### config.mk
export PLATFORM = sky130hd
export DESIGN_NAME = i2s_array_ctrl
export DESIGN_NICKNAME = d
export VERILOG_FILES = /design/src/rtl/i2s_pkg.sv /design/src/rtl/i2s_bus_gen.sv /design/src/rtl/i2s_array_ctrl.sv
export SDC_FILE = /design/constraint.sdc
export NUM_CORES = 1
export LEC_CHECK = 0
export BUFFER_PORTS_ARGS = -buffer_cell sky130_fd_sc_hd__buf_2
export CORE_ASPECT_RATIO = 2
export CORE_MARGIN = 2
export CORE_UTILIZATION = 59
export DETAILED_ROUTE_END_ITERATION = 8
export MAX_ROUTING_LAYER = met4
export PLACE_DENSITY = 0.84
export SKIP_LAST_GASP = 1
export SLEW_MARGIN = 10
export SYNTH_ARGS = -nofsm -noshare
export SYNTH_HDL_FRONTEND = slang
export SYNTH_SLANG_ARGS = --single-unit
### constraint.sdc
create_clock -name clk_i -period 5.4 [get_ports clk_i]
set_input_delay 1.35 -clock clk_i [delete_from_list [all_inputs] [get_ports clk_i]]
set_output_delay 1.35 -clock clk_i [all_outputs]
set_load 0.05 [all_outputs]
### src/rtl/i2s_pkg.sv
// rtl/i2s_pkg.sv - shared types and helpers for the I2S microphone array controller
package i2s_pkg;

   localparam int SAMPLE_W = 24;

   typedef enum logic [1:0] {
      IDLE  = 2'd0,
      RUN   = 2'd1,
      DRAIN = 2'd2
   } bus_state_e;

   // Round-robin successor of idx among n channels
   function automatic int rr_next(input int idx, input int n);
      return (idx + 1 >= n) ? 0 : idx + 1;
   endfunction

endpackage

### src/rtl/i2s_bus_gen.sv
// rtl/i2s_bus_gen.sv - SCK/WS/frame generator with frame-aligned stop
module i2s_bus_gen
   import i2s_pkg::*;
#(
   parameter int CLK_DIV   = 16,
   parameter int SLOT_BITS = 32
) (
   input  logic clk_i,
   input  logic rst_ni,
   input  logic enable_i,
   output logic sck_o,
   output logic ws_o,
   output logic frame_o
);

   localparam int DIV_W = $clog2(CLK_DIV);
   localparam int BIT_W = $clog2(2 * SLOT_BITS);
   localparam logic [DIV_W-1:0] DIV_LAST = DIV_W'(CLK_DIV - 1);
   localparam logic [BIT_W-1:0] BIT_LAST = BIT_W'(2 * SLOT_BITS - 1);
   localparam logic [BIT_W-1:0] WS_START = BIT_W'(SLOT_BITS);

   bus_state_e       state, state_nxt;
   logic [DIV_W-1:0] div_cnt;
   logic [BIT_W-1:0] bit_cnt, bit_nxt;
   logic             tc, fall, wrap;

   // A falling SCK toggle is a terminal count while SCK is high; wrap ends the frame
   assign tc      = (div_cnt == DIV_LAST);
   assign fall    = tc & sck_o;
   assign wrap    = fall & (bit_cnt == BIT_LAST);
   assign bit_nxt = (bit_cnt == BIT_LAST) ? '0 : bit_cnt + 1'b1;

   // Next state: leave IDLE on enable, finish the current frame on disable
   always_comb begin
      state_nxt = state;
      unique case (state)
         IDLE:    if (enable_i) state_nxt = RUN;
         RUN:     if (!enable_i) state_nxt = DRAIN;
         DRAIN: begin
            if (enable_i)  state_nxt = RUN;
            else if (wrap) state_nxt = IDLE;
         end
         default: state_nxt = IDLE;
      endcase
   end

   // State register
   always_ff @(posedge clk_i or negedge rst_ni) begin
      if (!rst_ni) state <= IDLE;
      else         state <= state_nxt;
   end

   // Divider, bit counter and registered bus outputs
   always_ff @(posedge clk_i or negedge rst_ni) begin
      if (!rst_ni) begin
         div_cnt <= '0;
         bit_cnt <= '0;
         sck_o   <= 1'b0;
         ws_o    <= 1'b0;
         frame_o <= 1'b0;
      end else if (state_nxt == IDLE) begin
         div_cnt <= '0;
         bit_cnt <= '0;
         sck_o   <= 1'b0;
         ws_o    <= 1'b0;
         frame_o <= 1'b0;
      end else if (state == IDLE) begin
         // fresh frame: bit 0, left slot
         div_cnt <= '0;
         bit_cnt <= '0;
         sck_o   <= 1'b0;
         ws_o    <= 1'b0;
         frame_o <= 1'b1;
      end else begin
         if (tc) begin
            div_cnt <= '0;
            sck_o   <= ~sck_o;
         end else begin
            div_cnt <= div_cnt + 1'b1;
         end
         if (fall) begin
            bit_cnt <= bit_nxt;
            ws_o    <= (bit_nxt >= WS_START);
         end
         frame_o <= wrap;
      end
   end

endmodule

### src/rtl/i2s_array_ctrl.sv
// rtl/i2s_array_ctrl.sv - multi-mic I2S bus control with round-robin sample scheduling
module i2s_array_ctrl
   import i2s_pkg::*;
#(
   parameter int  N_MICS    = 4,
   parameter int  CLK_DIV   = 16,
   parameter int  SLOT_BITS = 32,
   localparam int CHAN_W    = (N_MICS > 1) ? $clog2(N_MICS) : 1
) (
   input  logic                         clk_i,
   input  logic                         rst_ni,
   input  logic                         enable_i,
   output logic                         sck_o,
   output logic                         ws_o,
   output logic                         frame_o,
   input  logic [N_MICS*SAMPLE_W-1:0]   cap_data_i,
   input  logic [N_MICS-1:0]            cap_valid_i,
   output logic [SAMPLE_W-1:0]          m_data_o,
   output logic [CHAN_W-1:0]            m_chan_o,
   output logic                         m_valid_o,
   input  logic                         m_ready_i,
   output logic                         overrun_o,
   input  logic                         clear_i
);

   logic [SAMPLE_W-1:0] hold [N_MICS];
   logic [N_MICS-1:0]   pending;
   logic [N_MICS-1:0]   grant_mask;
   logic [CHAN_W-1:0]   last_grant, grant_idx;
   logic                grant_vld, loadable, ovr_evt;

   i2s_bus_gen #(
      .CLK_DIV   (CLK_DIV),
      .SLOT_BITS (SLOT_BITS)
   ) u_bus_gen (
      .clk_i    (clk_i),
      .rst_ni   (rst_ni),
      .enable_i (enable_i),
      .sck_o    (sck_o),
      .ws_o     (ws_o),
      .frame_o  (frame_o)
   );

   assign loadable = !m_valid_o || m_ready_i;

   // Round-robin search for the first pending channel after last_grant
   always_comb begin
      int idx;
      idx       = rr_next(int'(last_grant), N_MICS);
      grant_vld = 1'b0;
      grant_idx = '0;
      for (int i = 0; i < N_MICS; i++) begin
         if (!grant_vld && pending[CHAN_W'(idx)]) begin
            grant_vld = 1'b1;
            grant_idx = CHAN_W'(idx);
         end
         idx = rr_next(idx, N_MICS);
      end
   end

   // One-hot of the channel actually handed to the output this cycle
   always_comb begin
      grant_mask = '0;
      if (loadable && grant_vld) grant_mask[grant_idx] = 1'b1;
   end

   // A refill racing its own grant is not an overrun
   assign ovr_evt = |(cap_valid_i & pending & ~grant_mask);

   // Pending flags: a new capture always wins over the grant clearing it
   always_ff @(posedge clk_i or negedge rst_ni) begin
      if (!rst_ni) pending <= '0;
      else         pending <= cap_valid_i | (pending & ~grant_mask);
   end

   // Per-channel hold registers
   always_ff @(posedge clk_i or negedge rst_ni) begin
      if (!rst_ni) begin
         for (int k = 0; k < N_MICS; k++) hold[k] <= '0;
      end else begin
         for (int k = 0; k < N_MICS; k++)
            if (cap_valid_i[k]) hold[k] <= cap_data_i[k*SAMPLE_W +: SAMPLE_W];
      end
   end

   // Output register: loads on a free slot, otherwise holds for backpressure
   always_ff @(posedge clk_i or negedge rst_ni) begin
      if (!rst_ni) begin
         m_valid_o  <= 1'b0;
         m_data_o   <= '0;
         m_chan_o   <= '0;
         last_grant <= CHAN_W'(N_MICS - 1);
      end else if (loadable) begin
         m_valid_o <= grant_vld;
         if (grant_vld) begin
            m_data_o   <= hold[grant_idx];
            m_chan_o   <= grant_idx;
            last_grant <= grant_idx;
         end
      end
   end

   // Sticky overrun; a new event beats a simultaneous clear
   always_ff @(posedge clk_i or negedge rst_ni) begin
      if (!rst_ni) overrun_o <= 1'b0;
      else         overrun_o <= ovr_evt | (overrun_o & ~clear_i);
   end

endmodule

==> results of run 1 <==
==> how the worst max path moves through the flow <==
| stage | start | to | slack (ns) | depth (start not counted) |
|---|---|---|---|---|
| 6_report | last_grant[0] | m_data_o[14] | 1.15 | 8 |
| 5_1_grt | last_grant[0] | m_data_o[1] | 1.00 | 8 |
| 3_3_place_gp | last_grant[0] | m_data_o[21] | 1.30 | 8 |
| 3_5_place_dp | last_grant[0] | m_data_o[14] | 1.19 | 8 |
| 2_1_floorplan | last_grant[0] | m_data_o[13] | 1.70 | 12 |
| 4_1_cts | last_grant[0] | m_data_o[1] | 1.18 | 8 |
==> layout by cell type (no fill, tap or decap), drive strengths merged, types with 5 or more instances in the layout <==
master / Yosys / layout
dfrtp: 143 / 143
buf: 16 / 139
mux2: 123 / 123
nand3: 19 / 19
clkbuf: 15 / 19
o21ai: 18 / 18
nor2: 17 / 17
mux4: 17 / 17
nand2: 12 / 12
o221a: 8 / 8
ha: 8 / 8
inv: 4 / 7
a21o: 6 / 6
mux2i: 6 / 6
nand2b: 5 / 5
nor2b: 5 / 5
a21oi: 5 / 5
==> cells by family after synthesis <==
family / after synthesis / synth area share [%]
buf+inv: 35 / 2.284
compound gates: 67 / 7.727
flops: 145 / 53.90
fa+ha+maj: 8 / 1.486
xor+xnor: 5 / 0.6502
mux: 146 / 28.08
simple gates: 76 / 5.869
==> per-stage QoR <==
stage | util (%) | setup slack (ns) | hold WS (ns)
6_report | 72.38 | 1.149 | 0.4836
5_1_grt | 72.38 | 1.002 | 0.4872
3_3_place_gp | 66.82 | 1.300 | 0.4631
4_1_cts | 72.38 | 1.180 | 0.4795
3_5_place_dp | 66.82 | 1.194 | 0.4639
2_1_floorplan | - | 1.698 | 0.4584
==> power by group through the flow <==
| stage | logic, mW | clock network [mW] | registers, mW |
|---|---|---|---|
| after floorplan | 1.47 | 0 | 1.77 |
| after global placement | 2.17 | 0 | 1.48 |
| after detailed placement | 2.24 | 0 | 1.49 |
| after CTS | 2.26 | 1.26 | 1.48 |
| after global routing | 2.42 | 1.30 | 1.51 |
| final | 2.27 | 1.24 | 1.48 |
==> cells in the mapped netlist, types with 3 or more instances <==
cell	instances	area share, %
o21ai_0	18	1.3
buf_2	6	0.45
inv_1	4	0.22
nand3_1	19	1.4
xor2_1	3	0.39
a311oi_1	4	0.52
clkbuf_1	15	0.84
ha_1	8	1.5
nand2_1	11	0.61
mux4_2	9	3.0
nor2b_1	5	0.46
a21o_1	6	0.67
mux2_4	9	2.0
a21oi_1	4	0.30
o221a_2	8	1.3
mux2_2	113	19
a211oi_1	4	0.45
buf_1	8	0.45
mux2i_1	6	0.89
nand4_1	4	0.37
nand2b_1	5	0.46
dfrtp_1	143	53
o31ai_1	3	0.33
nor2_1	17	0.95
mux4_1	8	3.1
==> area by class of cell <==
| type | count | area [sq um] |
|---|---|---|
| Multi-Input combinational cell | 302 | 2959 |
| Clock inverter | 13 | 181.4 |
| Timing Repair Buffer | 139 | 711.9 |
| Tap cell | 142 | 177.7 |
| Sequential cell | 145 | 3631 |
| Fill cell | 762 | 3098 |
| Clock buffer | 19 | 442.9 |
| Inverter | 4 | 15.01 |
==> sequential cells by signal, indices dropped and copies added, names as in the netlist <==
register / count
hold: 96
last_grant: 2
m_chan_o: 2
m_data_o: 24
m_valid_o: 1
overrun_o: 1
pending: 4
u_bus_gen.bit_cnt: 6
u_bus_gen.div_cnt: 4
u_bus_gen.frame_o: 1
u_bus_gen.sck_o: 1
u_bus_gen.state: 2
u_bus_gen.ws_o: 1
==> layer usage <==
layer  share of wire, %  vias to the layer above
li1                   -                     2040
met3                4.9                       33
met5                  0                        -
met4                2.6                        0
met1                 36                     2357
met2                 56                      175
==> impl_results.md, run 1 <==
* Status: completed
* Row count at 55
* Cts hold-fix bufs at 0
* Number of synthesized flops with an enable pin at 0
* Crit Path Category: register to register
* Final Max Slew Viols at 0
* Final Skew at 0.009701 ns
* Leakage dissipation at 3.648 nW
* Most Crowded Layer GR: met2
* Routability cong. at 0.8976
* RSZ-0062 raised after global routing: false
* Reg clk slew, reported paths at 0.06 ns
* FF-to-FF path depth at 8
* Internal reg-to-reg setup slack at 1.15 ns
* Max Cap Viol at 0
* WHS Endpoint: u_bus_gen.ws_o
* Most Frequent Cell on Critical Path: mux4_2
* Starting Density at 60.06%
* Clk_lat worst skew at 0.41 ns
* Via count at 4605
* Share of layout cells above drive strength 1 at 51.45%
* Part of the cycle the worst path needs at 78.72%
* Reg-to-reg endpoint: m_data_o[14]
* CTS tree: built
* Max FO, Critical Path at 27
* Avg Synthesized Cell Area at 13.98 sq um
* Setup bufs post-CTS at 0
* Synthesized Nets at 595
* Vias in the first global route at 4919
* Core box area at 11220 sq um
* Final number of setup-violating endpoints at 0
* Worst R2R Start: last_grant[0]
* CP arrival at 4.55 ns
* DP HPWL at 11.03 mm
* CTS Buf Count at 17
* CTS Sinks at 145
* First-pass GRT wire length at 25.95 mm
* Yosys reg bits at 145
* Post-route DRC at 0
* # diodes at 0
* WL/cell at 21.73 um
* Combinational power share at 45.4%
* Maximum root-to-sink buffer count at 2
* Total power at 4.999 mW
* Crit path required time at 5.70 ns
* Met2 GRT Util at 51.66%
* CTS root buf: clkbuf_16
* Routing usage on met3 at 5.742%
* Int Pwr at 3.091 mW
* Iter 0 DRT Violations at 331
* Most used DFF post-synth: dfrtp_1
* Placed cell area at 7495 sq um
* H-tree levels at 4
* Clock Power Share at 24.9%
* YS warnings at 0
* Cell Count Post-Placement at 732
* Buffers on Ports at 135
* Startpoint types: register
* Overall routing resource usage at 29.16%
* Die height at 155.1 um
* Sequential group share of total power at 29.7%
* Share of the yosys chip area belonging to registers at 53.90%
* Hold_sp: u_bus_gen.ws_o
* Initial antenna violation count at 0
* Die W at 79.56 um
* Crit end category: register
* Num ports at 136
* Crit path max-delay cell type: dfstp_2
* Ys async rst share at 100.0%
* Cell variety after synth at 56
* CP max stage delay at 0.73 ns
* Worst hold path type: register to register
* Routed vias/inst at 6.027
* Sw Ratio at 38.17%
* Syn-to-layout area delta at 20.52%
* Top achievable clock speed at 235.2 MHz
* Hold path depth at 1
* Final hold violations at 0
* Largest net degree at the start of global routing at 114
* Power density over cell area at 615.7 nW/um^2
* Finished layout cell area at 8119 sq um
* Total Wirelength at 16.61 mm
* Crit path time final at 4.251 ns
* Total gr overflow at 0
* Mapped Cells at 482
* Crit path cell chain: inv_1, ha_1, mux4_2, or3_1, a211o_1, nand2_2, mux4_2, mux2_4
* Met1 Usage GRT at 31.99%
* Crit path buffers/inverters at 1
* Delay-heaviest family, CP: multiplexers
* NetSw at 1.908 mW
* Number of gates resized after cts at 0
* Actual slew at the worst max-slew pin at 1.007 ns
* Full die area at 12340 sq um
* Peak VDD IR at 0.0003745 V
* Max-Slew Margin vs Limit at 32.84%
* Non-Filler Instances at 764
* Mapped cell area at 6736 sq um
* Pre-antenna DRT Iters at 4
* Nets at 722
* Post-route ant nets at 0
* TNS Setup at 0 ns
(Power assumes the default switching activity.)
==> inputs of run 2 (changes only) <==
--- a/config.mk
+++ b/config.mk
@@ -8,10 +8,10 @@
 export BUFFER_PORTS_ARGS = -buffer_cell sky130_fd_sc_hd__buf_2
 export CORE_ASPECT_RATIO = 2
 export CORE_MARGIN = 2
-export CORE_UTILIZATION = 59
+export CORE_UTILIZATION = 55
 export DETAILED_ROUTE_END_ITERATION = 8
 export MAX_ROUTING_LAYER = met4
-export PLACE_DENSITY = 0.84
+export PLACE_DENSITY = 0.79
 export SKIP_LAST_GASP = 1
 export SLEW_MARGIN = 10
 export SYNTH_ARGS = -nofsm -noshare
==> constraint.sdc (replaced) <==
create_clock -name clk_i -period 4.4 [get_ports clk_i]
set_input_delay 1.1 -clock clk_i [delete_from_list [all_inputs] [get_ports clk_i]]
set_output_delay 1.1 -clock clk_i [all_outputs]
set_load 0.05 [all_outputs]
==> impl_results.md, run 2 (same netlist as run 1, synthesis figures left out) <==
* Syn-to-layout area delta at 20.90%
* Pre-CTS setup slack at 0.3454 ns
* Via count at 4563
* CTS Sinks at 145
* Max-Slew Margin vs Limit at 39.51%
* Top reg by flops: hold
* Vias in the first global route at 5122
* Met2 GRT Util at 47.25%
* Layout fillers at 867
* Post-route DRC at 0
* Number of gates resized after cts at 0
* Final Skew at 0.006846 ns
* Most Crowded Layer GR: met2
* Max reg flops at 96
* H-tree levels at 4
* Crit path cell chain: inv_1, ha_1, mux4_2, nor2_1, o31ai_1, a21oi_4, mux4_1, mux2_2
* TNS Setup at 0 ns
* Startpoint types: register
* Final Max Slew Viols at 0
* Row count at 57
* Leakage dissipation at 3.654 nW
* Final setup margin at 0.3840 ns
* Final number of setup-violating endpoints at 0
* Top achievable clock speed at 249.0 MHz
* Max FO, Critical Path at 19
* Setup bufs post-CTS at 0
* Overall routing resource usage at 27.46%
* Routability cong. at 0.9275
* Final hold violations at 0
* Share of layout cells above drive strength 1 at 51.36%
* Die W at 82.26 um
* Buffers on Ports at 135
* Maximum root-to-sink buffer count at 2
* Iter 0 DRT Violations at 265
* Total Wirelength at 16.47 mm
* Crit path required time at 4.69 ns
* RSZ-0062 raised after global routing: false
* Routed vias/inst at 5.926
* Commonest non-fill, non-tap cell in the layout: dfrtp_1
* Pre-antenna DRT Iters at 4
* Peak VDD IR at 0.0006365 V
* Die height at 160.5 um
* Post-route ant nets at 0
* Crit end category: register
* # diodes at 0
* Largest regs: hold: 96 flops, m_data_o: 24 flops, u_bus_gen.bit_cnt: 6 flops
* Crit Path Category: register to register
* Largest net degree at the start of global routing at 87
* First-pass GRT wire length at 25.96 mm
* Status: completed
* Power density over cell area at 753.6 nW/um^2
* Starting Density at 55.89%
* CP arrival at 4.31 ns
* Reg area at 3631 sq um
* CP max stage delay at 0.75 ns
* Crit path max-delay cell type: a21oi_4
* CTS tree: built
* Total gr overflow at 0
* Num ports at 136
* Area of the multi-input gates at 2959 sq um
* WL/cell at 21.39 um
* Core box area at 12050 sq um
* Routing usage on met3 at 6.798%
* Max Cap Viol at 0
* Clk_lat worst skew at 0.41 ns
* Commonest cells after routing, fill and taps aside: 143 x dfrtp_1, 134 x buf_2, 113 x mux2_2
* Met1 Usage GRT at 28.96%
* Crit path time final at 4.016 ns
* Part of the cycle the worst path needs at 91.27%
* Nets at 724
* Full die area at 13200 sq um
* Reg clk slew, reported paths at 0.06 ns
* Initial antenna violation count at 0
* CTS Buf Count at 17
* Internal reg-to-reg setup slack at 0.38 ns
* Worst hold path type: register to register
* Actual slew at the worst max-slew pin at 0.9053 ns
* Cts hold-fix bufs at 0
* DP HPWL at 11.55 mm
* CTS root buf: clkbuf_16
[run 2: cell count changes in the layout (fill, tap and decap cells not counted), sizes merged]
cell    change
inv         -3
clkinv      -1
buf         +2
bufinv      -1
clkbuf      +4
[run 2: path summary, 6_finish.rpt]
path                          startpoint                 end  depth (start not counted)
max                        last_grant[0]         m_data_o[6]                          8
min                          m_chan_o[1]         m_chan_o[1]                          1
max reg2reg                last_grant[0]         m_data_o[6]                          8
min reg2reg                  m_chan_o[1]         m_chan_o[1]                          1
max in group asynchronous         rst_ni        m_data_o[15]                          2
min in group asynchronous         rst_ni  u_bus_gen.state[1]                          1
[run 2: power breakdown]
part	leakage [nW]	switching [mW]	internal [mW]
clock network	0.295	0.528	0.950
logic	1.66	1.56	1.27
registers	1.70	0.222	1.60
total	3.65	2.31	3.83
[run 2: worst max-delay path: cells and delay by family, from the launching register on]
kind | cells | cell delay, ns
buffers and inverters | 1 | 0.19
and+or+nand+nor | 1 | 0.12
muxes | 3 | 1.51
AOI/OAI and AO/OA | 2 | 0.88
adders and majority gates | 1 | 0.46
DFF | 1 | 0.72
[run 2: final cells by class]
cell class                      instances  area share, %
Timing Repair Buffer                  141          9.080
Inverter                                4         0.1844
Clock buffer                           23          5.992
Multi-Input combinational cell        302          36.33
Clock inverter                          8          1.567
Tap cell                              147          2.258
Sequential cell                       145          44.58
[run 2: per-layer routing]
layer,wire length (um),vias to the layer above
li1,-,2044
met3,763,43
met4,630,0
met5,0,-
met1,5754,2311
met2,9322,165
[run 2: metrics by stage]
stage | power [mW] | cell area [sq um] | std cells | utilization [%] | hold WS [ns]
after global placement | 4.543 | 7528 | 739 | 62.46 | 0.4575
final | 6.137 | 8144 | 770 | 67.57 | 0.4842
after CTS | 6.170 | 8144 | 770 | 67.57 | 0.4889
after detailed placement | 4.663 | 7528 | 739 | 62.46 | 0.4757
after global routing | 6.419 | 8144 | 770 | 67.57 | 0.5011
after floorplan | 3.982 | 6736 | 482 | - | 0.4584
